==> config.mk <==
export PLATFORM = sky130hd
export DESIGN_NAME = frame_deserializer
export DESIGN_NICKNAME = d
export VERILOG_FILES = /design/src/rtl/frame_deserializer.sv
export SDC_FILE = /design/constraint.sdc
export NUM_CORES = 1
export LEC_CHECK = 0
export ABC_CLOCK_PERIOD_IN_PS = 3500
export CORE_ASPECT_RATIO = 1.25
export CORE_MARGIN = 1.5
export CORE_UTILIZATION = 57
export CTS_CLUSTER_DIAMETER = 60
export DETAILED_ROUTE_END_ITERATION = 16
export GPL_ROUTABILITY_DRIVEN = 0
export GPL_TIMING_DRIVEN = 0
export PLACE_DENSITY = 0.89
export SLEW_MARGIN = 20
export SYNTH_ARGS = -nofsm -noshare
export SYNTH_HDL_FRONTEND = slang
export SYNTH_SLANG_ARGS = --single-unit
==> constraint.sdc <==
create_clock -name clk -period 3.5 [get_ports clk]
set_clock_uncertainty 0.1 [all_clocks]
set_input_delay 0.7 -clock clk [delete_from_list [all_inputs] [get_ports clk]]
set_output_delay 0.7 -clock clk [all_outputs]
set_load 0.01 [all_outputs]
==> src/rtl/frame_deserializer.sv <==
// Receive-side deframer: hunts for HEADER, collects NUM_CHANNELS payload bytes,
// checks FOOTER, and publishes the reassembled word or flags the dropped frame.
module frame_deserializer #(
  parameter int         NUM_CHANNELS = 4,
  parameter logic [7:0] HEADER       = 8'hAA,
  parameter logic [7:0] FOOTER       = 8'hFF,
  parameter int         TIMEOUT      = 16,
  parameter int         CNT_W        = 16
) (
  input  logic                      clk,
  input  logic                      rst_n,
  input  logic [7:0]                in_data,
  input  logic                      in_valid,
  output logic [8*NUM_CHANNELS-1:0] frame_data,
  output logic                      frame_valid,
  output logic                      frame_err,
  output logic [1:0]                err_code,
  output logic [CNT_W-1:0]          frame_count,
  output logic [CNT_W-1:0]          err_count
);

  localparam int IDX_W = (NUM_CHANNELS > 1) ? $clog2(NUM_CHANNELS) : 1;
  localparam int GAP_W = (TIMEOUT > 1) ? $clog2(TIMEOUT) : 1;
  localparam logic [IDX_W-1:0] LAST_IDX = IDX_W'(NUM_CHANNELS - 1);
  localparam logic [GAP_W-1:0] GAP_LAST = GAP_W'((TIMEOUT > 0) ? TIMEOUT - 1 : 0);

  typedef enum logic [1:0] {
    HUNT       = 2'd0,
    DATA       = 2'd1,
    FOOTER_CHK = 2'd2
  } state_t;

  state_t                           state, state_nxt;
  logic [IDX_W-1:0]                 idx, idx_nxt;
  logic [GAP_W-1:0]                 gap, gap_nxt;
  logic [NUM_CHANNELS-1:0][7:0]     shadow;
  logic                             store, good, bad_footer, timed_out;
  logic                             timeout_hit;

  // The gap counter only needs to reach TIMEOUT-1; the next idle cycle is the abort.
  assign timeout_hit = (TIMEOUT != 0) && (gap == GAP_LAST);

  always_ff @(posedge clk or negedge rst_n) begin
    if (!rst_n) begin
      state <= HUNT;
      idx   <= '0;
      gap   <= '0;
    end else begin
      state <= state_nxt;
      idx   <= idx_nxt;
      gap   <= gap_nxt;
    end
  end

  always_comb begin
    state_nxt  = state;
    idx_nxt    = idx;
    gap_nxt    = gap;
    store      = 1'b0;
    good       = 1'b0;
    bad_footer = 1'b0;
    timed_out  = 1'b0;
    case (state)
      HUNT: begin
        gap_nxt = '0;
        if (in_valid && in_data == HEADER) begin
          state_nxt = DATA;
          idx_nxt   = '0;
        end
      end
      DATA: begin
        if (in_valid) begin
          store   = 1'b1;
          gap_nxt = '0;
          if (idx == LAST_IDX) state_nxt = FOOTER_CHK;
          else                 idx_nxt   = idx + 1'b1;
        end else if (timeout_hit) begin
          timed_out = 1'b1;
          state_nxt = HUNT;
          gap_nxt   = '0;
        end else if (TIMEOUT != 0) begin
          gap_nxt = gap + 1'b1;
        end
      end
      FOOTER_CHK: begin
        if (in_valid) begin
          gap_nxt = '0;
          if (in_data == FOOTER) begin
            good      = 1'b1;
            state_nxt = HUNT;
          end else begin
            // A wrong footer that is itself a header starts the next frame at once.
            bad_footer = 1'b1;
            if (in_data == HEADER) begin
              state_nxt = DATA;
              idx_nxt   = '0;
            end else begin
              state_nxt = HUNT;
            end
          end
        end else if (timeout_hit) begin
          timed_out = 1'b1;
          state_nxt = HUNT;
          gap_nxt   = '0;
        end else if (TIMEOUT != 0) begin
          gap_nxt = gap + 1'b1;
        end
      end
      default: begin
        state_nxt = HUNT;
        idx_nxt   = '0;
        gap_nxt   = '0;
      end
    endcase
  end

  always_ff @(posedge clk or negedge rst_n) begin
    if (!rst_n) begin
      shadow      <= '0;
      frame_data  <= '0;
      frame_valid <= 1'b0;
      frame_err   <= 1'b0;
      err_code    <= 2'b00;
      frame_count <= '0;
      err_count   <= '0;
    end else begin
      if (store) shadow[idx] <= in_data;
      frame_valid <= good;
      frame_err   <= bad_footer | timed_out;
      if (good) frame_data <= shadow;
      if (bad_footer)     err_code <= 2'b01;
      else if (timed_out) err_code <= 2'b10;
      // Both counters stick at all-ones rather than wrapping.
      if (good && frame_count != {CNT_W{1'b1}})
        frame_count <= frame_count + 1'b1;
      if ((bad_footer || timed_out) && err_count != {CNT_W{1'b1}})
        err_count <= err_count + 1'b1;
    end
  end

endmodule

# Word-level counts from Yosys, hierarchy flattened
# Index checks and enable logic that the tools add are counted.
[op_classes]
eq_ne = 15
reduce_logical = 10
bitwise_logic = 1
add_sub_neg = 4
magnitude_cmp = 2
n_mux = 34
[ops]
columns = ["operator", "n"]
rows = [
  ["16-bit by 1-bit adder with 16-bit output, second input constant", 2],
  ["32-bit bitwise mux", 1],
  ["16-bit inequality test, second input constant", 2],
  ["2-bit two-way mux", 13],
  ["8-bit demux with 2-bit select", 1],
  ["8-bit equality test, second input constant", 2],
  ["1-bit two-way mux", 13],
  ["4-bit two-way mux", 3],
  ["2-bit inequality test, second input constant", 6],
  ["2-bit one-hot mux with 3 select lines", 2],
  ["8-bit two-way mux", 1],
  ["6-bit AND reduction", 1],
  ["4-bit by 1-bit adder with 4-bit output, second input constant", 1],
  ["2-bit equality test, second input constant", 2],
  ["4-bit equality test, second input constant", 1],
  ["1-bit logical AND", 4],
  ["2-bit by 3-bit < comparator with 1-bit output, second input constant", 1],
  ["3-bit inequality test, second input constant", 1],
  ["2-bit by 1-bit adder with 2-bit output, second input constant", 1],
  ["2-bit by 1-bit equality test with 1-bit output, second input constant", 1],
  ["2-bit by 1-bit >= comparator with 1-bit output, second input constant", 1],
  ["2-bit logical NOT", 1],
  ["2-bit AND reduction", 1],
  ["2-bit nonzero test", 1],
  ["3 further kinds", 3],
]
[word_totals]
input_bits = 11
wordCells = 79
reg_bits = 108

# Depth between registers and ports, before layout
[depth]
depth_word = 6
ltp_mapped = 8
depth_no_buf = 8

# Least setup slack after synthesis
# Ideal clock, no wire load.
[synth_timing]
path_type = "input-to-reg"
from = "input port in_data[0]"
to = "register state[0]"
required_time_ns = 3.279
cell_stages = 5
setup_time_ns = 0.121
t_arrival_ns = 1.997
setup_slack_ns = 1.282
cell_sequence = "or4_1 nor2_2 a21oi_2 or3_4 a22o_1"
[synth_between]
elab_chain_len = 5
[synth_rtl]
columns = ["element", "line", "text"]
rows = [
  ["start: declaration", "12", "input logic [7:0] in_data,"],
  ["8-bit equality test", "66, 94", ""],
  ["1-bit two-way mux", "94", "if (in_data == HEADER) begin"],
  ["1-bit two-way mux", "88", "if (in_data == FOOTER) begin"],
  ["2-bit two-way mux", "86", "if (in_valid) begin"],
  ["2-bit one-hot mux with 3 select lines", "63", "case (state)"],
  ["end signal: assignment", "49", "state <= state_nxt;"],
  ["end: declaration", "33", "state_t state, state_nxt;"],
]
# Several ways; a longest one is shown, not always the timed one.
# A chain may end at the register's enable or synchronous reset.

# Worst setup path after layout
[layout_timing]
from = "input port in_data[4]"
to = "register frame_count[11]"
[layout_between]
elab_chain_len = 5
[layout_rtl]
columns = ["element", "line", "text"]
rows = [
  ["8-bit equality test", "88", ""],
  ["1-bit two-way mux", "88", ""],
  ["1-bit two-way mux", "86", ""],
  ["1-bit two-way mux", "63", ""],
  ["1-bit logical AND", "134", "if (good && frame_count != {CNT_W{1'b1}})"],
  ["end signal: assignment", "135", "frame_count <= frame_count + 1'b1;"],
  ["end: declaration", "18", "output logic [CNT_W-1:0] frame_count,"],
]
# No other way between the ends.

==> run metrics <==
register area=0.00270 mm^2; DRT iter0 DRCs=between 100 and 150; count leader, synth=dfrtp_1; register area share after synthesis=58.8%; CP arrival=between 2000 and 3000 ps; number of synthesized flops with an enable pin=0; post-CTS setup buffer count=0; DRC Markers=0; top cell type's share of synthesized area=approximately 59%; Die ar.=0.00861 mm^2; NumNets Final=460; DRT Pass-1 Iters=4; CTS buffer count=9; number of diodes=0; first-pass GRT wire length=14.8 mm; worst-skew pair later-pin latency=360 ps; CTS tree=built; hold slack final=roughly 140 ps; Via density=5.71; final hold vios=0; Max VDD drop=0.302 mV; Vert. Die Dim=103 um; final setup TNS=0 ps; Setup crit start kind=input pin; Synth area leaders=dfrtp_1 59%, mux2_2 17%, ha_1 3.0%, xnor2_1 2.3%, xor2_1 2.3%; routed wire length per instance=16.6 um; Seq cells post-synth=between 100 and 150; Syn Std Cell Area=0.00459 mm^2; ys async rst share=100%; CP required=3660 ps; Area Overhead vs Synth=24.5%; GRT Overall Usage=21.7%; Syn Inst Count=348; htree depth=3; max-cap violations=0; internal reg-to-reg setup slack=1200 ps; Synth area leader=dfrtp_1; headroom to the max-slew limit=54.4%; vias in the first global route=between 3,000 and 4,000; cts-stage hold buffer count=0; largest net degree at the start of global routing=65; WS Path Type=in2reg; Leak=2.66 nW; Hold Crit Class=in2async; status=completed; post_cts resized=0; worst-case clock buffer depth=2; port bufs=78; Final HPWL DP=6.27 mm; max frequency=0.375 GHz; Total Wirelength=8.93 mm; clk slew on worst S/H paths=approximately 100 ps; PD cells=493 mW/mm^2; Filler Cells Inserted=532; I/O pins=79; std cell rows=36; Setup Viol. Count Final=0; min cycle time layout=2670 ps; Syn. warnings=0; synth unique cells=40; die width=83.3 um; Worst-Margin Slew=678 ps; top_reg_cell synth=dfrtp_1; layout cells sized above 1=23.3%; kind of end point of the critical path=register; crit-path max FO=8; post-route ant nets=0; Final period util=76.2%; Mapped Nets=370; max-slew violation count=0; commonest cells in the synthesized netlist=108 x dfrtp_1, 70 x mux2_2, 18 x nand2_1, 17 x nor2_1, 15 x nand3_1; Starting Density=59.0%; area of the multi-input gates=0.00182 mm^2; DR vias=3,066; clk sink count=108; post-synthesis average cell area=13.2 um^2; antenna violations before repair=0; GRT Residual Overflow=0; RSZ-0062 raised after global routing=no; Core ar.=0.00779 mm^2; CTS root buf=clkbuf_8
==> critical path: stages <==
cell             delay (ps)
clkdlybuf4s50_1         660
nand4_1                 290
nor3_4                  400
o21ai_1                 240
or3_1                   400
xnor2_1                 130
==> sequential cells by signal, indices dropped and copies added (netlist names) <==
name	cells
frame_valid	1
frame_count	16
gap	4
frame_err	1
frame_data	32
shadow	32
err_count	16
idx	2
state	2
err_code	2
==> cell usage in the layout, fill, tap and decap left out, drive strengths merged, types with 2 or more instances in the layout <==
cell type	instances
dfrtp	108
clkdlybuf4s50	77
mux2	70
nor2	19
nand2	18
nand3	15
nand4	13
inv	13
xnor2	12
xor2	12
ha	11
nor3	10
clkbuf	10
buf	7
and3	6
nor4	5
o21ai	4
clkinvlp	3
a21oi	3
or3	3
nand2b	2
a21o	2
a31oi	2
or4	2
and4	2
or2	2
o21a	2
nor4b	2
==> cell families after synthesis <==
| family | after synthesis | share of synthesized area, % |
|---|---|---|
| AND/OR/NAND/NOR | 100 | 12.0 |
| XOR/XNOR | 24 | 4.58 |
| AO/OA/AOI/OAI | 18 | 2.86 |
| buffers and inverters | 17 | 1.58 |
| adder cells (fa/ha/maj) | 11 | 3.00 |
| flip-flops | 108 | 58.8 |
| multiplexers | 70 | 17.2 |
==> area by class of cell <==
cell class	instances	share of cell area [%]
sequential	108	47.3
multi-input combinational	223	31.8
timing repair buffer	79	14.2
clock buffer	9	2.17
tap	95	2.08
clock inverter	6	1.27
inverter	11	0.722
buffer	6	0.547
==> metrics by stage <==
step	std cells	setup slack [ps]	area, um^2	util (%)	total power, mW
after floorplan	348	1280	4590	-	1.92
after global routing	537	701	5720	73.4	2.97
after global placement	521	-2230	5490	70.5	2.04
final	537	834	5720	73.4	2.82
after detailed placement	522	443	5520	70.9	2.09
after CTS	537	794	5720	73.4	2.85
==> final timing paths <==
| kind | cells after the start | endpoint | from |
|---|---|---|---|
| setup / recovery | 6 | frame_count[11]$_DFFE_PN0P_ | in_data[4] |
| hold / removal | 1 | frame_data[28]$_DFFE_PN0P_ | rst_n |
| setup reg to reg | 6 | frame_count[12]$_DFFE_PN0P_ | frame_count[0]$_DFFE_PN0P_ |
| hold reg to reg | 1 | frame_count[7]$_DFFE_PN0P_ | frame_count[7]$_DFFE_PN0P_ |
| max in group asynchronous | 2 | frame_count[0]$_DFFE_PN0P_ | rst_n |
| min in group clk | 1 | frame_count[7]$_DFFE_PN0P_ | frame_count[7]$_DFFE_PN0P_ |
==> power breakdown <==
part / total [mW] / internal [mW] / switching, mW
clock: 0.750 / 0.334 / 0.416
sequential: 1.57 / 1.46 / 0.118
combinational: 0.493 / 0.271 / 0.222
total: 2.82 / 2.06 / 0.756
==> per-layer routing <==
metal / part of all wire (%) / vias to the layer above / GRT usage (%)
li1: - / 1401 / -
met1: 42 / 1543 / 26.3
met2: 50 / 107 / 38.2
met3: 6.1 / 15 / 5.63
met4: 1.9 / 0 / 7.82
met5: 0 / - / 0
(Power assumes the default switching activity.)
